### src/rtl/mul_pkg.sv
// Shared types for the repeated-addition multiplier: controller states,
// default operand width and the controller-to-datapath strobe bundle.
package mul_pkg;

    localparam int WIDTH = 16;

    typedef enum logic [1:0] {
        S_IDLE = 2'd0,
        S_LDB  = 2'd1,
        S_ADD  = 2'd2,
        S_DONE = 2'd3
    } state_e;

    typedef struct packed {
        logic lda;
        logic ldb;
        logic ldp;
        logic clrp;
        logic decb;
    } strobes_t;

endpackage

### src/rtl/mul_datapath.sv
// Datapath for the repeated-addition multiplier: operand A, down-counter B and
// accumulator P, all loaded from the shared bus under controller strobes.
module mul_datapath #(
    parameter int WIDTH = mul_pkg::WIDTH
) (
    input  logic             clk,
    input  logic [WIDTH-1:0] bus,
    input  logic             lda,
    input  logic             ldb,
    input  logic             ldp,
    input  logic             clrp,
    input  logic             decb,
    output logic             eqz,
    output logic [WIDTH-1:0] p
);
    logic [WIDTH-1:0] a_q, a_d;
    logic [WIDTH-1:0] b_q, b_d;
    logic [WIDTH-1:0] p_q, p_d;

    always_comb begin
        a_d = a_q;
        b_d = b_q;
        p_d = p_q;
        if (lda) a_d = bus;
        if (ldb) begin
            b_d = bus;
        end else if (decb) begin
            b_d = b_q - 1'b1;
        end
        // The sum is truncated to WIDTH bits, so the product wraps modulo 2^WIDTH.
        if (clrp) begin
            p_d = '0;
        end else if (ldp) begin
            p_d = p_q + a_q;
        end
    end

    // NOTE: A and B carry no reset; they are always reloaded before use, and P is cleared via clrp.
    always_ff @(posedge clk) begin
        a_q <= a_d;
        b_q <= b_d;
        p_q <= p_d;
    end

    assign eqz = (b_q == '0);
    assign p   = p_q;

endmodule

### src/rtl/mul_top.sv
// Multiplier wrapper: controller driving the datapath, with the product and
// the zero flag brought out for observation.
module mul_top #(
    parameter int WIDTH = mul_pkg::WIDTH
) (
    input  logic             clk,
    input  logic             rst,
    input  logic [WIDTH-1:0] in_data,
    input  logic             in_valid,
    output logic             in_ready,
    output logic             busy,
    output logic             res_valid,
    input  logic             res_ready,
    output logic [WIDTH-1:0] p,
    output logic             eqz
);
    logic [WIDTH-1:0] bus;
    logic             lda, ldb, ldp, clrp, decb;

    mul_ctrl #(.WIDTH(WIDTH)) u_ctrl (
        .clk       (clk),
        .rst       (rst),
        .in_data   (in_data),
        .in_valid  (in_valid),
        .in_ready  (in_ready),
        .eqz       (eqz),
        .bus       (bus),
        .lda       (lda),
        .ldb       (ldb),
        .ldp       (ldp),
        .clrp      (clrp),
        .decb      (decb),
        .busy      (busy),
        .res_valid (res_valid),
        .res_ready (res_ready)
    );

    mul_datapath #(.WIDTH(WIDTH)) u_dp (
        .clk  (clk),
        .bus  (bus),
        .lda  (lda),
        .ldb  (ldb),
        .ldp  (ldp),
        .clrp (clrp),
        .decb (decb),
        .eqz  (eqz),
        .p    (p)
    );

endmodule

### src/rtl/mul_ctrl.sv
// Controller for the repeated-addition multiplier: accepts A then B from a
// valid/ready stream, drives the datapath strobes until B counts down to zero.
module mul_ctrl #(
    parameter int WIDTH = mul_pkg::WIDTH
) (
    input  logic             clk,
    input  logic             rst,
    input  logic [WIDTH-1:0] in_data,
    input  logic             in_valid,
    output logic             in_ready,
    input  logic             eqz,
    output logic [WIDTH-1:0] bus,
    output logic             lda,
    output logic             ldb,
    output logic             ldp,
    output logic             clrp,
    output logic             decb,
    output logic             busy,
    output logic             res_valid,
    input  logic             res_ready
);
    import mul_pkg::*;

    state_e   state_q, state_d;
    strobes_t stb;

    // NOTE: sequential state uses non-blocking assignments; reset is sampled on the clock edge.
    always_ff @(posedge clk) begin
        if (rst) begin
            state_q <= S_IDLE;
        end else begin
            state_q <= state_d;
        end
    end

    // NOTE: every output gets a default before the case so no latch is inferred.
    always_comb begin
        state_d   = state_q;
        stb       = '0;
        bus       = '0;
        in_ready  = 1'b0;
        busy      = 1'b0;
        res_valid = 1'b0;

        unique case (state_q)
            S_IDLE: begin
                in_ready = 1'b1;
                if (in_valid) begin
                    bus     = in_data;
                    stb.lda = 1'b1;
                    state_d = S_LDB;
                end
            end
            S_LDB: begin
                in_ready = 1'b1;
                busy     = 1'b1;
                if (in_valid) begin
                    bus      = in_data;
                    stb.ldb  = 1'b1;
                    stb.clrp = 1'b1;
                    state_d  = S_ADD;
                end
            end
            S_ADD: begin
                busy = 1'b1;
                // One extra cycle with eqz high ends the loop without touching P.
                if (eqz) begin
                    state_d = S_DONE;
                end else begin
                    stb.ldp  = 1'b1;
                    stb.decb = 1'b1;
                end
            end
            S_DONE: begin
                res_valid = 1'b1;
                if (res_ready) begin
                    state_d = S_IDLE;
                end
            end
            default: state_d = S_IDLE;
        endcase

        // Reset wins over everything and clears P so an abandoned product never leaks.
        if (rst) begin
            state_d   = S_IDLE;
            stb       = '0;
            stb.clrp  = 1'b1;
            bus       = '0;
            in_ready  = 1'b0;
            busy      = 1'b0;
            res_valid = 1'b0;
        end
    end

    assign lda  = stb.lda;
    assign ldb  = stb.ldb;
    assign ldp  = stb.ldp;
    assign clrp = stb.clrp;
    assign decb = stb.decb;

endmodule

### config.mk
export PLATFORM = sky130hd
export DESIGN_NAME = mul_top
export DESIGN_NICKNAME = d
export VERILOG_FILES = /design/src/rtl/mul_pkg.sv /design/src/rtl/mul_datapath.sv /design/src/rtl/mul_top.sv /design/src/rtl/mul_ctrl.sv
export SDC_FILE = /design/constraint.sdc
export NUM_CORES = 1
export LEC_CHECK = 0
export BUFFER_PORTS_ARGS = -buffer_cell sky130_fd_sc_hd__buf_2
export CORE_MARGIN = 2
export CORE_UTILIZATION = 52
export CTS_CLUSTER_SIZE = 8
export DETAILED_ROUTE_END_ITERATION = 6
export PLACE_DENSITY_LB_ADDON = 0.12
export SYNTH_ARGS = -nofsm -noshare
export SYNTH_HDL_FRONTEND = slang
export SYNTH_SLANG_ARGS = --single-unit
### constraint.sdc
create_clock -name clk -period 2.62 [get_ports clk]
set_clock_uncertainty 0.1 [all_clocks]
set_input_delay 0.393 -clock clk [delete_from_list [all_inputs] [get_ports clk]]
set_output_delay 0.393 -clock clk [all_outputs]
set_load 0.02 [all_outputs]
After elaboration in Yosys (flattened, before gate mapping)
Index checks and enable logic that the tools add are counted.

word-level totals
  input bits = 20
  latch bits = 0
  memories = 0
  memory bits (read-only) = 0
  memory bits (writable) = 0
  register bits after elaboration = 50

operators by class
  order comparisons = 0
  $add $sub $neg = 2
  equal/unequal tests = 7
  multiplexer cells = 22
  shift operators = 0
  reductions and logical operators = 6
  $mul = 0
  bitwise operators = 0
  divide/modulo/power cells = 0

operators with widths
  operator                 count
  $mux W16                 5
  $add A16 B16 Y16         1
  $logic_not A16 Y1        1
  $sub A16 B1 Y16 const B  1
  $mux W1                  11
  $mux W2                  4
  $ne A2 B2 Y1 const B     4
  $pmux W2 S4              1
  $mux W5                  1
  $eq A2 B2 Y1 const B     2
  $reduce_and A4 Y1        1
  $reduce_or A2 Y1         2
  $eq A2 B1 Y1 const B     1
  $logic_not A2 Y1         1
  $reduce_bool A2 Y1       1

Longest topological paths before layout
Gate-level depths: netlist of run 1.

  depth after elaboration = 6
  depth in mapped cells = 9
  gate-level depth less buffers = 8

Cells and area by module
A second synthesis of run 1 with hierarchy kept.

second synthesis, totals
  cell total of the unflattened synthesis = 319
  area total of the unflattened synthesis = 3169.3 µm²

by module, submodules not included
  module        area an instance (µm²)  instances  cells an instance  seq. area each (µm²)
  mul_datapath  2777.7                  1          274                1281.2
  mul_ctrl      391.6                   1          45                 40.0

Worst setup path after synthesis of run 1
OpenSTA, ideal clock, no wires.

  path kind = register to register
  start point = register u_dp.p_q[4] (netlist: u_dp.p[4])
  end point = register u_dp.p_q[15] (netlist: u_dp.p[15])
  slack = 92 ps
  setup time = 122 ps
  buffers on the path = 0
  period minus slack after synthesis = 2528 ps
  data arrival time = 2306 ps
  cell stages (with the launch flop) = 8
  required time = 2398 ps
  path through = dfxtp_1 ha_1 a211oi_2 nor2_1 o31a_1 a21boi_0 or4_1 a311o_1

on the way
  word-level cells in the longest chain between the ends = 1

ends and longest elaborated chain
  item                    RTL line            RTL
  from (decl)             mul_datapath.sv:18  logic [WIDTH-1:0] p_q, p_d;
  from (signal assigned)  mul_datapath.sv:42  p_q <= p_d;
  $add A16 B16 Y16        mul_datapath.sv:34  p_d = p_q + a_q;

No other way between the ends.
A chain may end at the register's enable or synchronous reset.

Final worst setup path of run 1
  start point = register u_dp.b_q[10]
  end point = output port eqz

on the way
  word-level cells in the longest chain between the ends = 1

ends and longest elaborated chain
  item                    RTL line            RTL
  from (decl)             mul_datapath.sv:17  logic [WIDTH-1:0] b_q, b_d;
  from (signal assigned)  mul_datapath.sv:41  b_q <= b_d;
  $logic_not A16 Y1       mul_datapath.sv:45  assign eqz = (b_q == '0);
  to (decl)               mul_top.sv:15       output logic eqz

No other way between the ends.

==> results of run 1 <==
-- critical path: cells and delay by family (launching register included) --
kind | cells | cell delay (ps)
buffers and inverters | 1 | 190
and+or+nand+nor | 3 | 1100
DFF | 1 | 450
-- state kept, by name (all words and copies together), names as in the netlist --
signal,cells
u_ctrl.state_q,2
u_dp.a_q,16
u_dp.b_q,16
u_dp.p,16
-- report_power, final --
group / switching, mW / internal, mW
combinational: 0.928 / 0.705
clock: 0.267 / 0.183
sequential: 0.176 / 1.09
total: 1.37 / 1.98
-- cells in the mapped netlist (all sizes together) (3+ instances only) --
library cell,n
nor2b,3
o21a,4
nand3,4
o21ai,18
xor2,9
a21oi,37
nor4,3
and2,20
nand3b,3
nor3,15
xnor2,16
edfxtp,32
or3,4
inv,9
nor2,34
clkbuf,10
nand2,11
ha,20
or4,3
dfxtp,18
a21o,8
-- logic make-up after synthesis --
family	count (synthesis)	synth area share
simple gates	108	0.1922
compound gates	90	0.1845
flops	50	0.4319
xor+xnor	25	0.07157
fa+ha+maj	21	0.08834
buf+inv	20	0.02495
mux	2	0.006544
-- final timing paths --
path | slack (ps) | to | cells after the start | start
worst max register to register | 120 | u_dp.p[15]$_SDFFE_PP0P_ | 7 | u_dp.a_q[5]$_DFFE_PP_
worst min-delay path | 300 | u_dp.a_q[11]$_DFFE_PP_ | 2 | in_data[11]
worst min register to register | 420 | u_dp.p[0]$_SDFFE_PP0P_ | 2 | u_dp.p[0]$_SDFFE_PP0P_
worst max-delay path | 90 | eqz | 4 | u_dp.b_q[10]$_DFFE_PP_
-- per-stage QoR --
step | hold slack, ps | worst slack, ps | cells
floorplan | 408.1 | 91.60 | 316
global placement | 408.6 | 70.39 | 432
detailed placement | 410.1 | 11.49 | 432
CTS | 290.7 | 39.62 | 439
global route | 301.0 | 4.633 | 441
finish | 298.5 | 85.51 | 441
-- per-layer routing --
layer  GRT usage  part of all wire  vias up
met3     0.02809             0.049       10
met2      0.3375              0.46       62
li1            -                 -     1275
met5           0                 0        -
met1      0.3059              0.48     1139
met4     0.06102             0.012        0
-- placed cells by master, fill, tap and decap left out, types with 15 or more instances in the layout --
cell	n
sky130_fd_sc_hd__a21oi_1	36
sky130_fd_sc_hd__and2_1	20
sky130_fd_sc_hd__buf_2	39
sky130_fd_sc_hd__buf_4	18
sky130_fd_sc_hd__dfxtp_1	18
sky130_fd_sc_hd__edfxtp_1	32
sky130_fd_sc_hd__ha_1	17
sky130_fd_sc_hd__nor2_1	34
sky130_fd_sc_hd__nor3_1	15
sky130_fd_sc_hd__o21ai_0	17
sky130_fd_sc_hd__xnor2_1	16
-- area by class of cell --
| type | instances | area, sq um |
|---|---|---|
| clock inverter | 2 | 15.01 |
| clock buffer | 5 | 68.82 |
| sequential | 50 | 1321 |
| multi-input combinational | 246 | 1687 |
| inverter | 9 | 33.78 |
| fill | 519 | 2062 |
| timing repair buffer | 57 | 330.3 |
| tap | 72 | 90.09 |
-- what timing repair did --
action                                  4_1_cts  5_1_grt
pin swaps                                     0        2
gates resized for setup                       1        5
buffers inserted                              0        2
hold buffers                                  0        0
endpoints found under the setup margin        1        2
==> metrics.csv, run 1 <==
stage,metric,value,unit
run_status,outcome,finished clean,
cts,htree_levels,2,
global_routing,antenna_violations_before_repair,0,
timing,max_slew.worst_pin.slew,697.7,ps
worst_setup_path,crit_path_end_kind,primary output,
placed_design,finalWeightedCongestion,0.8805,
timing,setup_viol,0,
layout,final_nets,410,
layout,insertedDiodeCount,0,
worst_hold_path,worst_hold_path_type,input pin to flop,
logic_synthesis,number_of_standard_cells_after_synthesis,316,
worst_setup_path,worst_path_max_delay_cell,sky130_fd_sc_hd__or4_1,
logic_synthesis,ys_seq_elements,50,
logic_synthesis,post-synth-top-area-cell,sky130_fd_sc_hd__edfxtp_1,
drt,wl_per_cell,14.84,um
cts,clockBufferDepth,2,
logic_synthesis,ys_top_cells_by_area,"sky130_fd_sc_hd__edfxtp_1 31%, sky130_fd_sc_hd__dfxtp_1 12%, sky130_fd_sc_hd__ha_1 8.2%",
global_routing,grt_pass1_vias,2225,
cts,clk_latency,300,ps
placed_design,detailed_placer_s_ending_hpwl,4953,um
logic_synthesis,synth.avg_cell_area,9.681,sq um
die,design.core.area,5608,sq um
cts,cts_tree,done,
layout,finalCoreUtilization,0.6323,
drt,totalWireLength,6546,um
logic_synthesis,syn-cell-area,3059,sq um
timing,timing.fmax,394.6,MHz
cts,cts_num_sinks,50,
global_routing,wire_length_of_the_first_global_routing_pass,10660,um
global_routing,groute.usage.overall,0.2129,
global_routing,pin_count_of_the_biggest_net_entering_global_routing,34,
drt,via_per_inst,5.637,
power,ir_drop,0.4388,mV
timing,report.final.hold_viol_count,0,
timing,tns,0,ps
timing,drv_slew,0,
drt,drcViolationCount,0,
placed_design,buffer_ports.inserted,39,
timing,final.period_utilization,0.9674,
drt,first_iter_violations,173,
layout,post_route_cells_drive_above_1_share,0.2033,
worst_setup_path,critPathLaunchType,flop,
cts,clk_transition_reported_paths,90,ps
cts,num_cts_buffers,5,
layout,area.growth.synth_to_final,15.91,%
worst_setup_path,worst_ep_required_time,2130,ps
logic_synthesis,synth_fp_nets,357,
die,io_pins,40,
die,initial_utilization,0.5455,
worst_setup_path,crit_path_max_fanout,5,
die,die_height,80.70,um
logic_synthesis,synth_top_area_share,0.3141,
layout,post-route-cell-area,3546,sq um
die,design.die.area,6512,sq um
worst_setup_path,cp_slowest_stage_delay,580,ps
logic_synthesis,synth_sequential_area_ratio,0.4319,
worst_setup_path,crit_chain,or4_1 -> or3_1 -> nor3_1 -> buf_2,
power,p_leak,1.484,nW
logic_synthesis,yosysUniqueCellTypes,48,
logic_synthesis,async_reset_ff_frac,0,
power,report.power.total,3.353,mW
logic_synthesis,dominantRegCellSynth,sky130_fd_sc_hd__edfxtp_1,
drt,dr.pass1.iters,4,
logic_synthesis,yosys_warnings,0,
worst_setup_path,worst_ep_arrival_time,2040,ps
cts,clockRootBuffer,sky130_fd_sc_hd__clkbuf_8,
flow_run,max_cap_violations,0,
drt,detailroute.via_count,2486,
worst_setup_path,criticalPathCategory,flop to primary output,
timing,unrepaired_setup_endpoints_after_global_routing,false,
global_routing,global_route.overflow_total,0,
drt,antenna_left,0,
timing,timing.slew.headroom,0.5349,
power,pwr_density_cell,945.7,nW/um^2
die,die_width,80.70,um
timing,period_minus_slack,2534,ps
die,core.rowCount,27,
placed_design,placed_cell_area,3422,sq um
logic_synthesis,synth-edff-count,32,
No activity file was read; power rests on OpenSTA's default activity.
==> inputs of run 2 (changes only) <==
CTS_BUF_LIST = sky130_fd_sc_hd__clkbuf_16   (was unset)
clock period = 2.31 ns   (was 2.62 ns; I/O delays follow)
==> metrics.csv, run 2 (synthesis gave the netlist of run 1 again) <==
stage,metric,value,unit,change
run_status,outcome,"complete, but fails checks",,was finished clean
run_status,violations_in_the_final_reports,negative setup slack,,
worst_hold_path,timing.hold.worst.start,in_data[12],,was in_data[11]
layout,post_route_cells_drive_above_1_share,0.3453,,was 0.2033
cts,htree_levels,2,,unchanged
power,pwr_density_cell,1129,nW/um^2,was 945.7 nW/um^2
timing,timing.slew.headroom,0.7275,,was 0.5349
worst_setup_path,cp_slowest_stage_delay,420,ps,was 580 ps
layout,final_nets,431,,was 410
die,core.rowCount,27,,unchanged
drt,via_per_inst,5.743,,was 5.637
layout,post-route-cell-area,4000,sq um,was 3546 sq um
worst_hold_path,hold_path_end,u_dp.a_q[12]$_DFFE_PP_,,was u_dp.a_q[11]$_DFFE_PP_
cts,clockBufferDepth,2,,unchanged
global_routing,wire_length_of_the_first_global_routing_pass,12290,um,was 10660 um
cts,num_cts_buffers,5,,unchanged
worst_hold_path,timing.hold.worst_path_depth,2,,unchanged
worst_setup_path,flop_to_flop_setup_slack,-110,ps,was 120 ps
worst_setup_path,critPathLaunchType,flop,,unchanged
worst_setup_path,rr_worst_depth,7,,unchanged
die,design.die.area,6512,sq um,unchanged
global_routing,groute.usage.overall,0.2473,,was 0.2129
timing,unrepaired_setup_endpoints_after_global_routing,true,,was false
timing,setup_viol,2,,was 0
timing,report.final.hold_viol_count,0,,unchanged
worst_setup_path,critical_path.top_delay_family,compound AO/OA/AOI/OAI gates,,was simple AND/OR/NAND/NOR gates
timing,period_minus_slack,2421,ps,
cts,cts-hold-fix-buffers,0,,unchanged
drt,wl_per_cell,16.51,um,was 14.84 um
power,p_leak,1.653,nW,was 1.484 nW
drt,detailroute.via_count,2659,,was 2486
worst_setup_path,crit_path_max_fanout,5,,unchanged
timing,fin_hold_ws,267.6,ps,was 298.5 ps
global_routing,antenna_violations_before_repair,0,,unchanged
placed_design,placed_cell_area,3670,sq um,was 3422 sq um
timing,timing.fmax,413.1,MHz,
cts,cts_tree,done,,unchanged
die,io_pins,40,,unchanged
worst_setup_path,crit_path_end_kind,flop,,was primary output
worst_setup_path,worst_path_max_delay_cell,sky130_fd_sc_hd__edfxtp_1,,was sky130_fd_sc_hd__or4_1
global_routing,grt_pass1_vias,2588,,was 2225
worst_setup_path,criticalPathCategory,flop to flop,,was flop to primary output
placed_design,finalWeightedCongestion,0.9095,,was 0.8805
flow_run,max_cap_violations,0,,unchanged
drt,antenna_left,0,,unchanged
power,ir_drop,0.5632,mV,was 0.4388 mV
cts,cts_num_sinks,50,,unchanged
layout,fillCellCount,434,,was 519
layout,area.growth.synth_to_final,30.76,%,was 15.91%
worst_setup_path,crit_buf_inv,0,,was 1
cts,clk_latency,290,ps,was 300 ps
worst_setup_path,timing.rr.end,u_dp.p[15]$_SDFFE_PP0P_,,unchanged
worst_hold_path,worst_hold_path_type,input pin to flop,,unchanged
drt,totalWireLength,7642,um,was 6546 um
die,die_width,80.70,um,unchanged
placed_design,buffer_ports.inserted,39,,unchanged
cts,clk_transition_reported_paths,70,ps,was 90 ps
worst_setup_path,worst_ep_required_time,2390,ps,was 2130 ps
worst_setup_path,crit_chain,ha_4 -> a211oi_2 -> nor2_1 -> o31a_1 -> a21boi_0 -> or4_1 -> a311o_1,,was or4_1 -> or3_1 -> nor3_1 -> buf_2
worst_setup_path,worst_ep_arrival_time,2500,ps,was 2040 ps
layout,mostFrequentLayoutCells,"39 x sky130_fd_sc_hd__buf_4, 38 x sky130_fd_sc_hd__buf_2, 33 x sky130_fd_sc_hd__nor2_1, 33 x sky130_fd_sc_hd__a21oi_1, 32 x sky130_fd_sc_hd__edfxtp_1",,"was 39 x sky130_fd_sc_hd__buf_2, 36 x sky130_fd_sc_hd__a21oi_1, 34 x sky130_fd_sc_hd__nor2_1"
die,initial_utilization,0.5455,,unchanged
timing,drv_slew,0,,unchanged
global_routing,global_route.overflow_total,0,,unchanged
placed_design,detailed_placer_s_ending_hpwl,5664,um,was 4953 um
timing,max_slew.worst_pin.slew,404.4,ps,was 697.7 ps
layout,insertedDiodeCount,0,,unchanged
timing,postLayoutSetupSlackWorst,-110.8,ps,was 85.51 ps
die,die_height,80.70,um,unchanged
die,design.core.area,5608,sq um,unchanged
global_routing,pin_count_of_the_biggest_net_entering_global_routing,33,,was 34
cts,clockRootBuffer,sky130_fd_sc_hd__clkbuf_16,,was sky130_fd_sc_hd__clkbuf_8
drt,first_iter_violations,133,,was 173
layout,mostFrequentLayoutCell,sky130_fd_sc_hd__buf_4,,was sky130_fd_sc_hd__buf_2
drt,dr.pass1.iters,4,,unchanged
drt,drcViolationCount,0,,unchanged
timing,final.period_utilization,1.048,,
worst_setup_path,worst_r2r_startpoint,u_dp.a_q[4]$_DFFE_PP_,,was u_dp.a_q[5]$_DFFE_PP_
-- run 2: changes by cell type in the layout (fill, tap and decap cells not counted), sizes merged --
cell and change:
clkinv +1, bufinv +1, inv +1, buf +21, clkinvlp -2
-- run 2: stage by stage --
stage | setup slack [ps] | cells | power (mW) | setup TNS [ps] | utilization
after floorplan | 3.634 | 316 | 2.887 | 0 | -
after global placement | 3.892 | 446 | 3.482 | 0 | 0.6544
after detailed placement | -99.99 | 446 | 3.541 | -160.8 | 0.6544
after CTS | -81.32 | 463 | 4.457 | -129.9 | 0.7028
after global routing | -223.7 | 463 | 4.826 | -348.1 | 0.7133
final | -110.8 | 463 | 4.517 | -120.4 | 0.7133
-- run 2: layer usage --
| metal | share of wire | up-vias | global-route usage |
|---|---|---|---|
| met5 | 0 | - | 0 |
| met4 | 0.015 | 0 | 0.07797 |
| met3 | 0.056 | 10 | 0.04157 |
| met2 | 0.49 | 86 | 0.4200 |
| met1 | 0.44 | 1246 | 0.3224 |
| li1 | - | 1317 | - |
-- run 2: final cells by class --
class | count | area, sq um | area share
Timing Repair Buffer | 78 | 494.2 | 0.1236
Clock inverter | 3 | 43.79 | 0.01095
Inverter | 9 | 33.78 | 0.008445
Clock buffer | 5 | 125.1 | 0.03128
Tap cell | 72 | 90.09 | 0.02252
Sequential cell | 50 | 1345 | 0.3363
Multi-Input combinational cell | 246 | 1868 | 0.4670
-- run 2: worst register-to-register path: stages, from the launching register on --
cell	delay, ps
sky130_fd_sc_hd__edfxtp_1	420
sky130_fd_sc_hd__ha_4	290
sky130_fd_sc_hd__a211oi_2	270
sky130_fd_sc_hd__nor2_1	130
sky130_fd_sc_hd__o31a_1	290
sky130_fd_sc_hd__a21boi_0	130
sky130_fd_sc_hd__or4_1	400
sky130_fd_sc_hd__a311o_1	280
-- run 2: power by group --
group / internal [mW] / switching, mW
Clock: 0.514 / 0.341
Combinational: 1.01 / 1.16
Sequential: 1.27 / 0.228
Total: 2.79 / 1.73
-- run 2: worst max path at each step --
stage | from | to | slack (ps) | depth (start not counted)
after floorplan | u_dp.a_q[10]$_DFFE_PP_ | u_dp.p[15]$_SDFFE_PP0P_ | 4 | 8
after global placement | u_dp.a_q[2]$_DFFE_PP_ | u_dp.p[15]$_SDFFE_PP0P_ | 4 | 7
after detailed placement | u_dp.b_q[0]$_DFFE_PP_ | u_dp.p[15]$_SDFFE_PP0P_ | -100 | 8
after CTS | u_dp.b_q[0]$_DFFE_PP_ | u_dp.p[15]$_SDFFE_PP0P_ | -80 | 8
after global routing | u_dp.a_q[3]$_DFFE_PP_ | u_dp.p[15]$_SDFFE_PP0P_ | -220 | 7
final | u_dp.a_q[4]$_DFFE_PP_ | u_dp.p[15]$_SDFFE_PP0P_ | -110 | 7
-- run 2: repair_timing --
item	CTS	global route
buffers inserted	9	0
pin swaps	6	7
endpoints found under the hold margin	0	0
endpoints found under the setup margin	4	29
resized for setup	11	13
==> inputs of run 3 (changes only) <==
ABC_AREA = 1   (was unset)
CORE_MARGIN = unset   (was 2)
CORE_UTILIZATION = 53   (was 52)
==> metrics.csv, run 3 <==
stage,metric,value,unit,change
timing,report.final.hold_viol_count,0,,unchanged
placed_design,finalWeightedCongestion,0.9087,,was 0.9095
power,p_leak,2.046,nW,was 1.653 nW
worst_setup_path,criticalPathCategory,flop to primary output,,was flop to flop
global_routing,pin_count_of_the_biggest_net_entering_global_routing,20,,was 33
timing,setup_viol,0,,was 2
worst_hold_path,timing.hold.worst_path_depth,3,,was 2
worst_setup_path,rr_worst_depth,12,,was 7
worst_setup_path,worst_r2r_startpoint,u_dp.a_q[0]$_DFFE_PP_,,was u_dp.a_q[4]$_DFFE_PP_
layout,mostFrequentLayoutCells,"143 x sky130_fd_sc_hd__nand2_1, 94 x sky130_fd_sc_hd__inv_1, 42 x sky130_fd_sc_hd__nor2_1",,"was 39 x sky130_fd_sc_hd__buf_4, 38 x sky130_fd_sc_hd__buf_2, 33 x sky130_fd_sc_hd__nor2_1, 33 x sky130_fd_sc_hd__a21oi_1, 32 x sky130_fd_sc_hd__edfxtp_1"
drt,totalWireLength,7027,um,was 7642 um
layout,mostFrequentLayoutCell,sky130_fd_sc_hd__nand2_1,,was sky130_fd_sc_hd__buf_4
layout,post_route_cells_drive_above_1_share,0.1393,,was 0.3453
die,core.rowCount,28,,was 27
worst_hold_path,timing.hold.worst.start,in_data[2],,was in_data[12]
global_routing,grt_pass1_vias,2687,,was 2588
timing,final.period_utilization,0.9726,,was 1.048
timing,period_minus_slack,2247,ps,was 2421 ps
logic_synthesis,synth_top_cells_by_count,"143 x sky130_fd_sc_hd__nand2_1, 93 x sky130_fd_sc_hd__inv_1, 43 x sky130_fd_sc_hd__nor2_1, 32 x sky130_fd_sc_hd__edfxtp_1, 29 x sky130_fd_sc_hd__nand3_1",,"was 37 x sky130_fd_sc_hd__a21oi_1, 34 x sky130_fd_sc_hd__nor2_1, 32 x sky130_fd_sc_hd__edfxtp_1, 20 x sky130_fd_sc_hd__and2_1, 20 x sky130_fd_sc_hd__ha_1"
worst_setup_path,worst_ep_arrival_time,1800,ps,was 2500 ps
cts,htree_levels,2,,unchanged
power,pwr_density_cell,917.0,nW/um^2,was 1129 nW/um^2
drt,wl_per_cell,11.87,um,was 16.51 um
die,initial_utilization,0.5617,,was 0.5455
logic_synthesis,yosys_warnings,0,,unchanged
timing,timing.fmax,445.1,MHz,was 413.1 MHz
cts,clockBufferDepth,2,,unchanged
cts,clockRootBuffer,sky130_fd_sc_hd__clkbuf_16,,unchanged
worst_setup_path,flop_to_flop_setup_slack,370,ps,was -110 ps
cts,cts-hold-fix-buffers,0,,unchanged
worst_hold_path,hold_path_end,u_dp.a_q[2]$_DFFE_PP_,,was u_dp.a_q[12]$_DFFE_PP_
layout,area.growth.synth_to_final,14.23,%,was 30.76%
cts,clk_transition_reported_paths,70,ps,about the same
layout,final_nets,557,,was 431
timing,timing.slew.headroom,0.6516,,was 0.7275
global_routing,global_route.overflow_total,0,,unchanged
worst_setup_path,crit_path_max_fanout,4,,was 5
logic_synthesis,synth_sequential_area_ratio,0.3904,,was 0.4319
logic_synthesis,most_frequently_used_cell_type_in_the_post_synthesis_netlist,sky130_fd_sc_hd__nand2_1,,was sky130_fd_sc_hd__a21oi_1
worst_setup_path,critPathLaunchType,flop,,unchanged
die,io_pins,40,,unchanged
layout,insertedDiodeCount,0,,unchanged
logic_synthesis,number_of_standard_cells_after_synthesis,468,,was 316
logic_synthesis,yosysUniqueCellTypes,31,,was 48
logic_synthesis,async_reset_ff_frac,0,,unchanged
worst_hold_path,worst_hold_path_type,input pin to flop,,unchanged
power,ir_drop,0.5728,mV,was 0.5632 mV
global_routing,antenna_violations_before_repair,0,,unchanged
worst_setup_path,worst_ep_required_time,1860,ps,was 2390 ps
placed_design,detailed_placer_s_ending_hpwl,5382,um,was 5664 um
drt,detailroute.via_count,2881,,was 2659
drt,drcViolationCount,0,,unchanged
placed_design,buffer_ports.inserted,39,,unchanged
logic_synthesis,synth.avg_cell_area,7.232,sq um,was 9.681 sq um
worst_setup_path,timing.rr.end,u_dp.p[10]$_SDFFE_PP0P_,,was u_dp.p[15]$_SDFFE_PP0P_
die,die_width,81.91,um,was 80.70 um
die,die_height,81.91,um,was 80.70 um
drt,via_per_inst,4.867,,was 5.743
flow_run,max_cap_violations,0,,unchanged
timing,drv_slew,0,,unchanged
drt,dr.pass1.iters,4,,unchanged
die,design.core.area,6026,sq um,was 5608 sq um
run_status,outcome,finished clean,,"was complete, but fails checks"
cts,cts_tree,done,,unchanged
cts,cts_num_sinks,50,,unchanged
logic_synthesis,synth-edff-count,32,,unchanged
cts,num_cts_buffers,5,,unchanged
global_routing,groute.usage.overall,0.2283,,was 0.2473
die,design.die.area,6709,sq um,was 6512 sq um
logic_synthesis,synth_fp_nets,509,,was 357
logic_synthesis,synth_top_area_share,0.2839,,was 0.3141
logic_synthesis,post-synth-top-area-cell,sky130_fd_sc_hd__edfxtp_1,,unchanged
timing,fin_hold_ws,250.9,ps,was 267.6 ps
drt,first_iter_violations,108,,was 133
power,report.power.total,3.545,mW,was 4.517 mW
worst_setup_path,crit_path_end_kind,primary output,,was flop
timing,max_slew.worst_pin.slew,522.0,ps,was 404.4 ps
logic_synthesis,ys_seq_elements,50,,unchanged
drt,antenna_left,0,,unchanged
global_routing,wire_length_of_the_first_global_routing_pass,11570,um,was 12290 um
logic_synthesis,dominantRegCellSynth,sky130_fd_sc_hd__edfxtp_1,,unchanged
logic_synthesis,syn-cell-area,3384,sq um,was 3059 sq um
logic_synthesis,ys_top_cells_by_area,"sky130_fd_sc_hd__edfxtp_1 28%, sky130_fd_sc_hd__nand2_1 16%, sky130_fd_sc_hd__dfxtp_1 11%",,"was sky130_fd_sc_hd__edfxtp_1 31%, sky130_fd_sc_hd__dfxtp_1 12%, sky130_fd_sc_hd__ha_1 8.2%"
cts,clk_latency,280,ps,was 290 ps
run 3: cell types whose count changed in the layout (fill, tap and decap cells not counted), sizes merged, moves of 7 or more:
cell,change
a21o,-8
a21oi,-11
and2,-19
buf,-29
inv,+84
nand2,+134
nand3,+25
nor2,+13
nor3,-8
o21ai,-7
xnor2,-11
run 3: cell type report:
cell class	count	area (sq um)
inverter	93	349.1
sequential	50	1321
multi-input combinational	317	1690
clock buffer	5	125.1
clock inverter	3	13.76
timing repair buffer	49	272.8
fill	535	2160
tap	75	93.84
run 3: per-stage QoR:
stage	util	TNS (ps)	setup slack (ps)	cells	area [sq um]
2_1_floorplan	-	0	243.5	468	3385
4_1_cts	0.6341	0	2.913	589	3821
3_3_place_gp	0.6098	0	272.5	581	3675
6_report	0.6416	0	63.39	592	3866
5_1_grt	0.6416	-14.60	-14.60	592	3866
3_5_place_dp	0.6098	0	211.3	581	3675
run 3: worst max-delay path, cell delays in order (launching register included):
cell and delay (ps):
sky130_fd_sc_hd__edfxtp_1 440, sky130_fd_sc_hd__nor2_1 300, sky130_fd_sc_hd__nand3_4 160, sky130_fd_sc_hd__nor2_4 180, sky130_fd_sc_hd__nand4_1 150, sky130_fd_sc_hd__nor3_2 140, sky130_fd_sc_hd__buf_4 160
run 3: cell families after synthesis:
logic type	Yosys count	synth area share
xor gates and xnor gates	13	0.03364
and+or+nand+nor	240	0.3094
adders and majority gates	21	0.07985
buffers and inverters	101	0.1183
DFF	50	0.3904
AOI/OAI and AO/OA	43	0.06839
run 3: worst max-delay path by stage:
stage	start	endpoint	cells past startpoint
after floorplan	u_dp.b_q[0]$_DFFE_PP_	eqz	6
after global placement	u_dp.b_q[0]$_DFFE_PP_	eqz	7
after detailed placement	u_dp.b_q[0]$_DFFE_PP_	eqz	7
after CTS	u_dp.b_q[0]$_DFFE_PP_	eqz	7
after global routing	u_dp.b_q[3]$_DFFE_PP_	eqz	6
final	u_dp.b_q[3]$_DFFE_PP_	eqz	6
run 3: metal layers:
layer | global-route usage | vias up | routed length [um]
met3 | 0.03667 | 10 | 227
li1 | - | 1557 | -
met2 | 0.4008 | 45 | 3495
met1 | 0.2746 | 1269 | 3191
met5 | 0 | - | 0
met4 | 0.09649 | 0 | 112
run 3: power by group:
group	internal (mW)	switching [mW]
Sequential	1.20	0.142
Combinational	0.541	0.956
Clock	0.394	0.316
run 3: timing repair:
item | CTS | global route
gates resized for setup | 2 | 5
buffers inserted | 0 | 3
cloned | 0 | 0
setup endpoints to repair | 1 | 1
pin swaps | 0 | 2
